<file path="config.mk">
export PLATFORM = sky130hd
export DESIGN_NAME = uart_tx_drain_flat
export DESIGN_NICKNAME = d
export VERILOG_FILES = /design/src/rtl/uart_pkg.sv /design/src/rtl/uart_tx_drain_if.sv /design/src/rtl/uart_baud_gen.sv /design/src/rtl/uart_tx_drain.sv /design/src/flat_wrapper.sv
export SDC_FILE = /design/constraint.sdc
export NUM_CORES = 1
export LEC_CHECK = 0
export ABC_AREA = 1
export CAP_MARGIN = 0
export CORE_MARGIN = 2
export CORE_UTILIZATION = 46
export CTS_BUF_LIST = sky130_fd_sc_hd__clkbuf_16
export CTS_CLUSTER_DIAMETER = 30
export CTS_CLUSTER_SIZE = 30
export DETAILED_ROUTE_END_ITERATION = 12
export GPL_ROUTABILITY_DRIVEN = 0
export PLACE_DENSITY = 0.76
export SYNTH_ARGS = -nofsm -noshare
export SYNTH_HDL_FRONTEND = slang
export SYNTH_SLANG_ARGS = --single-unit
export TNS_END_PERCENT = 50
</file>
<file path="constraint.sdc">
create_clock -name CLK -period 4.1 [get_ports CLK]
set_clock_uncertainty 0.05 [all_clocks]
set_input_delay 1.025 -clock CLK [delete_from_list [all_inputs] [get_ports CLK]]
set_output_delay 1.025 -clock CLK [all_outputs]
set_load 0.05 [all_outputs]
</file>
<file path="src/rtl/uart_pkg.sv">
// Shared UART definitions: frame geometry, default bit timing and the
// transmit-drain state encoding.
package uart_pkg;

  localparam int UART_DATA_BITS       = 8;
  localparam int STOP_BITS            = 1;
  localparam int DEFAULT_CLKS_PER_BIT = 868;  // 100 MHz / 115200

  typedef enum logic [2:0] {
    S_IDLE,
    S_FETCH,
    S_WAIT,
    S_START,
    S_DATA,
    S_STOP,
    S_FIN
  } state_t;

endpackage

</file>
<file path="src/rtl/uart_tx_drain_if.sv">
// Command, buffer read port and serial/status signals of the UART drain.
interface uart_tx_drain_if #(
  parameter int ADDR_W = 10
);

  logic              start;
  logic [ADDR_W-1:0] base_addr;
  logic [ADDR_W:0]   len;
  logic [ADDR_W-1:0] mem_addr;
  logic [31:0]       mem_rd;
  logic              tx;
  logic              busy;
  logic              done;

  modport master (
    output start, base_addr, len, mem_rd,
    input  mem_addr, tx, busy, done
  );

  modport slave (
    input  start, base_addr, len, mem_rd,
    output mem_addr, tx, busy, done
  );

endinterface

</file>
<file path="src/rtl/uart_baud_gen.sv">
// Bit-period counter: load restarts the period, en advances it, and bit_tick
// marks the last cycle of each CLKS_PER_BIT-long bit.
module uart_baud_gen
  import uart_pkg::*;
#(
  parameter int CLKS_PER_BIT = DEFAULT_CLKS_PER_BIT
) (
  input  logic clk,
  input  logic rst,
  input  logic load,
  input  logic en,
  output logic bit_tick
);

  localparam int                CNT_W = $clog2(CLKS_PER_BIT);
  localparam logic [CNT_W-1:0]  LAST  = CNT_W'(CLKS_PER_BIT - 1);

  logic [CNT_W-1:0] count;

  assign bit_tick = en && !load && (count == LAST);

  // NOTE: sequential state is written with <= only, so every register samples
  // the pre-edge values of the others regardless of statement order.
  always_ff @(posedge clk or posedge rst) begin
    if (rst) begin
      count <= '0;
    end else if (load) begin
      count <= '0;
    end else if (en) begin
      count <= (count == LAST) ? '0 : count + 1'b1;
    end
  end

endmodule

</file>
<file path="src/rtl/uart_tx_drain.sv">
// Reads a run of words from the UART buffer and shifts their low bytes out
// on tx as 8N1 frames, one start/len command at a time.
module uart_tx_drain
  import uart_pkg::*;
#(
  parameter int CLKS_PER_BIT = DEFAULT_CLKS_PER_BIT,
  parameter int ADDR_W       = 10
) (
  input  logic           CLK,
  input  logic           RST,
  uart_tx_drain_if.slave bus
);

  if (STOP_BITS != 1 || CLKS_PER_BIT < 2 || CLKS_PER_BIT > 65535) begin : g_param_check
    $error("uart_tx_drain: unsupported STOP_BITS or CLKS_PER_BIT");
  end

  localparam logic [2:0]    LAST_BIT = 3'(UART_DATA_BITS - 1);
  localparam logic [ADDR_W:0] ONE    = (ADDR_W + 1)'(1);

  state_t            state, next_state;
  logic [7:0]        shift_q;
  logic [2:0]        bit_idx;
  logic [ADDR_W:0]   remaining;
  logic [ADDR_W-1:0] addr_q;
  logic              tx_q, busy_q, done_q;
  logic              tx_next;
  logic              baud_load, baud_en, bit_tick;

  // Only the character byte matters; the upper word bits are don't-care.
  logic unused_rd_hi;
  assign unused_rd_hi = ^bus.mem_rd[31:8];

  assign bus.mem_addr = addr_q;
  assign bus.tx       = tx_q;
  assign bus.busy     = busy_q;
  assign bus.done     = done_q;

  uart_baud_gen #(
    .CLKS_PER_BIT(CLKS_PER_BIT)
  ) u_baud (
    .clk     (CLK),
    .rst     (RST),
    .load    (baud_load),
    .en      (baud_en),
    .bit_tick(bit_tick)
  );

  // tx_next is the line level for the coming cycle, so the registered tx
  // changes on the same edge as the state and never lags into STOP/FETCH.
  always_comb begin
    // NOTE: every output of this block gets a default first; a path that left
    // one unassigned would infer a latch.
    next_state = state;
    tx_next    = 1'b1;
    baud_load  = 1'b0;
    baud_en    = 1'b0;
    case (state)
      S_IDLE:  if (bus.start) next_state = (bus.len == '0) ? S_FIN : S_FETCH;
      S_FETCH: next_state = S_WAIT;
      S_WAIT: begin
        next_state = S_START;
        baud_load  = 1'b1;
        tx_next    = 1'b0;
      end
      S_START: begin
        baud_en = 1'b1;
        tx_next = 1'b0;
        if (bit_tick) begin
          next_state = S_DATA;
          tx_next    = shift_q[0];
        end
      end
      S_DATA: begin
        baud_en = 1'b1;
        tx_next = shift_q[0];
        if (bit_tick) begin
          if (bit_idx == LAST_BIT) begin
            next_state = S_STOP;
            tx_next    = 1'b1;
          end else begin
            tx_next = shift_q[1];
          end
        end
      end
      S_STOP: begin
        baud_en = 1'b1;
        if (bit_tick) next_state = (remaining == ONE) ? S_FIN : S_FETCH;
      end
      S_FIN:   next_state = S_IDLE;
      default: next_state = S_IDLE;
    endcase
  end

  // Reset aborts any frame in flight; the line goes idle-high at once.
  always_ff @(posedge CLK or posedge RST) begin
    if (RST) begin
      state     <= S_IDLE;
      tx_q      <= 1'b1;
      busy_q    <= 1'b0;
      done_q    <= 1'b0;
      addr_q    <= '0;
      remaining <= '0;
      shift_q   <= '0;
      bit_idx   <= '0;
    end else begin
      state  <= next_state;
      tx_q   <= tx_next;
      busy_q <= (next_state != S_IDLE);
      done_q <= (next_state == S_FIN);
      case (state)
        S_IDLE: begin
          if (bus.start) begin
            addr_q    <= bus.base_addr;
            remaining <= bus.len;
          end
        end
        S_WAIT: begin
          shift_q <= bus.mem_rd[7:0];
          bit_idx <= '0;
        end
        S_DATA: begin
          if (bit_tick) begin
            shift_q <= {1'b0, shift_q[7:1]};
            bit_idx <= bit_idx + 1'b1;
          end
        end
        S_STOP: begin
          if (bit_tick) begin
            remaining <= remaining - 1'b1;
            addr_q    <= addr_q + 1'b1;  // wraps at the top of the buffer
          end
        end
        default: ;
      endcase
    end
  end

endmodule

</file>
<file path="src/flat_wrapper.sv">
// flat-port wrapper written by rule: the top's interface ports become plain ports
module uart_tx_drain_flat import uart_pkg::*;
#(
  parameter int CLKS_PER_BIT = DEFAULT_CLKS_PER_BIT,
  parameter int ADDR_W       = 10
)
  (CLK, RST, bus_start, bus_base_addr, bus_len, bus_mem_rd, bus_mem_addr, bus_tx, bus_busy, bus_done);
  uart_tx_drain_if #(.ADDR_W(ADDR_W)) bus_i ();
  input  logic CLK;
  input  logic RST;
  input wire logic [$bits(bus_i.start)-1:0] bus_start;
  input wire logic [$bits(bus_i.base_addr)-1:0] bus_base_addr;
  input wire logic [$bits(bus_i.len)-1:0] bus_len;
  input wire logic [$bits(bus_i.mem_rd)-1:0] bus_mem_rd;
  output wire logic [$bits(bus_i.mem_addr)-1:0] bus_mem_addr;
  output wire logic [$bits(bus_i.tx)-1:0] bus_tx;
  output wire logic [$bits(bus_i.busy)-1:0] bus_busy;
  output wire logic [$bits(bus_i.done)-1:0] bus_done;
  assign bus_i.start = bus_start;
  assign bus_i.base_addr = bus_base_addr;
  assign bus_i.len = bus_len;
  assign bus_i.mem_rd = bus_mem_rd;
  assign bus_mem_addr = bus_i.mem_addr;
  assign bus_tx = bus_i.tx;
  assign bus_busy = bus_i.busy;
  assign bus_done = bus_i.done;
  uart_tx_drain #(.CLKS_PER_BIT(CLKS_PER_BIT), .ADDR_W(ADDR_W)) u_core (.CLK(CLK), .RST(RST), .bus(bus_i));
endmodule
</file>
==> qor.json <==
{
  "run_status": {"value": "finished, final reports clean"},
  "type_of_element_capturing_the_critical_path": {"value": "primary output"},
  "drt_drc_violations_left": {"value": 0},
  "tns": {"value": 0, "unit": "ns"},
  "async_flop_share": {"value": 1.000},
  "critical_path.top_delay_family": {"value": "buffers and inverters"},
  "power.clock.fraction": {"value": 0.367},
  "synth-edff-count": {"value": 0},
  "timing.max_slew.rel_slack": {"value": 0.3516},
  "synthesis.nets": {"value": 434},
  "critPathMaxStageDelay": {"value": 0.79, "unit": "ns"},
  "synth_largest_type_area_fraction": {"value": 0.4073},
  "min-delay-path-class": {"value": "flop to flop"},
  "avgRoutedWirePerCell": {"value": 12.47, "unit": "um"},
  "grt_setup_unrepaired": {"value": "false"},
  "post-cts-setup-buffers": {"value": 0},
  "cell_internal_pwr": {"value": 0.0008137, "unit": "W"},
  "post_cts_resize_count": {"value": 0},
  "syn-instance-count": {"value": 372},
  "synth_sequential_area_ratio": {"value": 0.4164},
  "yosys.area.top_type": {"value": "dfrtp_1"},
  "pwr_density_cell": {"value": 318.5, "unit": "mW/mm^2"},
  "die_h": {"value": 83.23, "unit": "um"},
  "number_of_hold_buffers_added_after_cts": {"value": 0},
  "rows": {"value": 28},
  "worstHoldStart": {"value": "u_core.shift_q[7]"},
  "synthTopCellsByArea": {"value": "dfrtp_1, nand2_1, nor2_1"},
  "core_footprint": {"value": 0.005991, "unit": "mm^2"},
  "area_of_the_mapped_netlist": {"value": 0.002888, "unit": "mm^2"},
  "dp_hpwl": {"value": 4301, "unit": "um"},
  "chipWidth": {"value": 83.23, "unit": "um"},
  "share_seq_of_total_power": {"value": 0.490},
  "numClockSinks": {"value": 48},
  "tightest_slew": {"value": 0.9712, "unit": "ns"},
  "design_area_final": {"value": 0.003480, "unit": "mm^2"},
  "dominantRegCellSynth": {"value": "dfrtp_1"},
  "crit_path_start": {"value": "u_core.bus.tx"},
  "cts_root_buf": {"value": "clkbuf_16"},
  "finish.net_count": {"value": 474},
  "cts_htree_levels": {"value": 2},
  "antenna_violations_before_repair": {"value": 0},
  "power.net_switching": {"value": 0.0002945, "unit": "W"},
  "synthesis.area_per_instance": {"value": 7.763, "unit": "um^2"},
  "postRouteAntennaNets": {"value": 0},
  "worstPathCellList": {"value": "clkdlybuf4s50_1"},
  "worst_ir_drop_vdd": {"value": 0.1838, "unit": "mV"},
  "buffer_ports.inserted": {"value": 44},
  "die_area": {"value": 0.006927, "unit": "mm^2"},
  "hold_viol": {"value": 0},
  "global_route.usage.total": {"value": 0.1804},
  "cts_buffer_depth": {"value": 2},
  "critical_path_required": {"value": 3.02, "unit": "ns"},
  "utilization": {"value": 0.5808},
  "post_synth_most_frequent_cells": {"value": "nand2_1, dfrtp_1, nor2_1, inv_1, o21ai_0"},
  "global_route_total_overflow": {"value": 0},
  "detailedRoute.firstPassIterationCount": {"value": 4},
  "crit_arrival": {"value": 1.59, "unit": "ns"},
  "critPathLaunchType": {"value": "flop"},
  "clkTransAtPathRegs": {"value": 0.07, "unit": "ns"},
  "worstSkewPairLatency": {"value": 0.29, "unit": "ns"},
  "slew_viol_final": {"value": 0},
  "synthDistinctLibCells": {"value": 38},
  "detailed_place.area": {"value": 0.003331, "unit": "mm^2"},
  "max_cap_violations": {"value": 0},
  "finalSetupViolations": {"value": 0},
  "via_cell_ratio": {"value": 5.309},
  "worstPathMaxFanout": {"value": 1},
  "final.fill_count": {"value": 556},
  "path_buf_inv": {"value": 1},
  "fin_worst_hold_slack": {"value": 0.4264, "unit": "ns"},
  "cp_slowest_cell": {"value": "clkdlybuf4s50_1"},
  "vias": {"value": 2591},
  "detailedRoute.firstIterationViolations": {"value": 123},
  "power.switching_fraction": {"value": 0.2658},
  "synthesis_to_layout_area_growth": {"value": 20.49, "unit": "%"},
  "synthesis.yosys.warnings": {"value": 0},
  "cts_made_buffers": {"value": 5},
  "route.final.wire_length": {"value": 6084, "unit": "um"},
  "critical_path.reg2reg.startpoint": {"value": "u_core.state[0]"},
  "vias_in_the_first_global_route": {"value": 2487},
  "synthMostInstantiatedCell": {"value": "nand2_1"},
  "grt_pass1_wl": {"value": 10550, "unit": "um"},
  "setup_crit_path_kind": {"value": "flop to primary output"},
  "initial_core_utilization": {"value": 0.4820},
  "io_pins": {"value": 69},
  "ys_seq_elements": {"value": 48},
  "power_frac_comb": {"value": 0.143},
  "maximum_number_of_pins_on_one_net_before_global_route_repair": {"value": 49},
  "timing.final.crit_share": {"value": 0.6500},
  "final.min_clock_period": {"value": 2.665, "unit": "ns"},
  "clock_tree_from_tritoncts": {"value": "built"},
  "design_power_total": {"value": 0.001108, "unit": "W"},
  "static-leakage-power": {"value": 1.515, "unit": "nW"},
  "insertedDiodeCount": {"value": 0},
  "drive_above_1_share": {"value": 0.1017},
  "fmax": {"value": 0.3752, "unit": "GHz"}
}
## state kept, by name, summed over array words and instances (netlist names), 3 cells and up
register and count:
u_core.shift_q 8, u_core.remaining 11, u_core.bus.mem_addr 10, u_core.state 3, u_core.u_baud.count 10, u_core.bit_idx 3
## area by class of cell
cell class                 count  area [um^2]  share of cell area
clock buffer                   5        125.1             0.03596
clock inverter                 3        23.77            0.006832
inverter                      38        147.6             0.04243
multi-input combinational    275         1446              0.4157
sequential                    48         1202              0.3456
tap                           75        93.84             0.02697
timing repair buffer          44        440.4              0.1266
## path summary, 6_finish.rpt
check / end / slack [ns] / cells past startpoint
max: bus_tx / 1.44 / 1
min: u_core.shift_q[7] / 0.43 / 2
max reg2reg: u_core.remaining[9] / 1.93 / 8
min reg2reg: u_core.shift_q[7] / 0.43 / 2
max in group asynchronous: u_core.u_baud.count[0] / 2.15 / 2
min in group asynchronous: u_core.remaining[4] / 1.24 / 2
## power by group through the flow
stage / combinational (W) / sequential, W / clock, W
floorplan: 0.000110 / 0.000544 / 0
global placement: 0.000155 / 0.000549 / 0
detailed placement: 0.000159 / 0.000551 / 0
CTS: 0.000160 / 0.000542 / 0.000413
global route: 0.000179 / 0.000547 / 0.000428
finish: 0.000159 / 0.000542 / 0.000407
## logic make-up after synthesis
kind of cell    Yosys count  share of synthesized area
xor+xnor                 10                    0.03033
compound gates           76                     0.1525
fa+ha+maj                 6                    0.02600
buf+inv                  49                    0.08276
flops                    48                     0.4164
simple gates            183                     0.2920
## layout by cell type, fill, tap and decap left out, types with 2 or more instances in the layout
cell type / count
a21oi_1: 18
a22oi_1: 3
a31oi_1: 7
clkbuf_16: 5
clkdlybuf4s50_1: 44
clkinv_4: 2
clkinvlp_4: 2
dfrtp_1: 47
ha_1: 6
inv_1: 29
inv_2: 8
nand2_1: 96
nand2_2: 6
nand2_4: 4
nand3_1: 21
nand3_2: 5
nand4_1: 3
nor2_1: 35
nor2_2: 5
nor3_1: 3
o211ai_1: 3
o21ai_0: 25
o21ai_1: 5
o21bai_1: 2
o22ai_1: 9
xnor2_1: 4
xor2_1: 6
## stage by stage
step                cells  setup slack [ns]
CTS                   488             1.429
global placement      480             1.463
detailed placement    480             1.431
finish                488             1.435
global route          488             1.414
floorplan             372             1.882
## routing by layer
layer  wire length [um]  global-route usage  share of wire  up-vias
met5                  0                   0              0        -
met2               2847              0.2984           0.47       56
met3                279             0.04274          0.046       10
met4                123             0.06259          0.020        0
li1                   -                   -              -     1308
met1               2833              0.2314           0.47     1217
No activity file was read; power rests on OpenSTA's default activity.
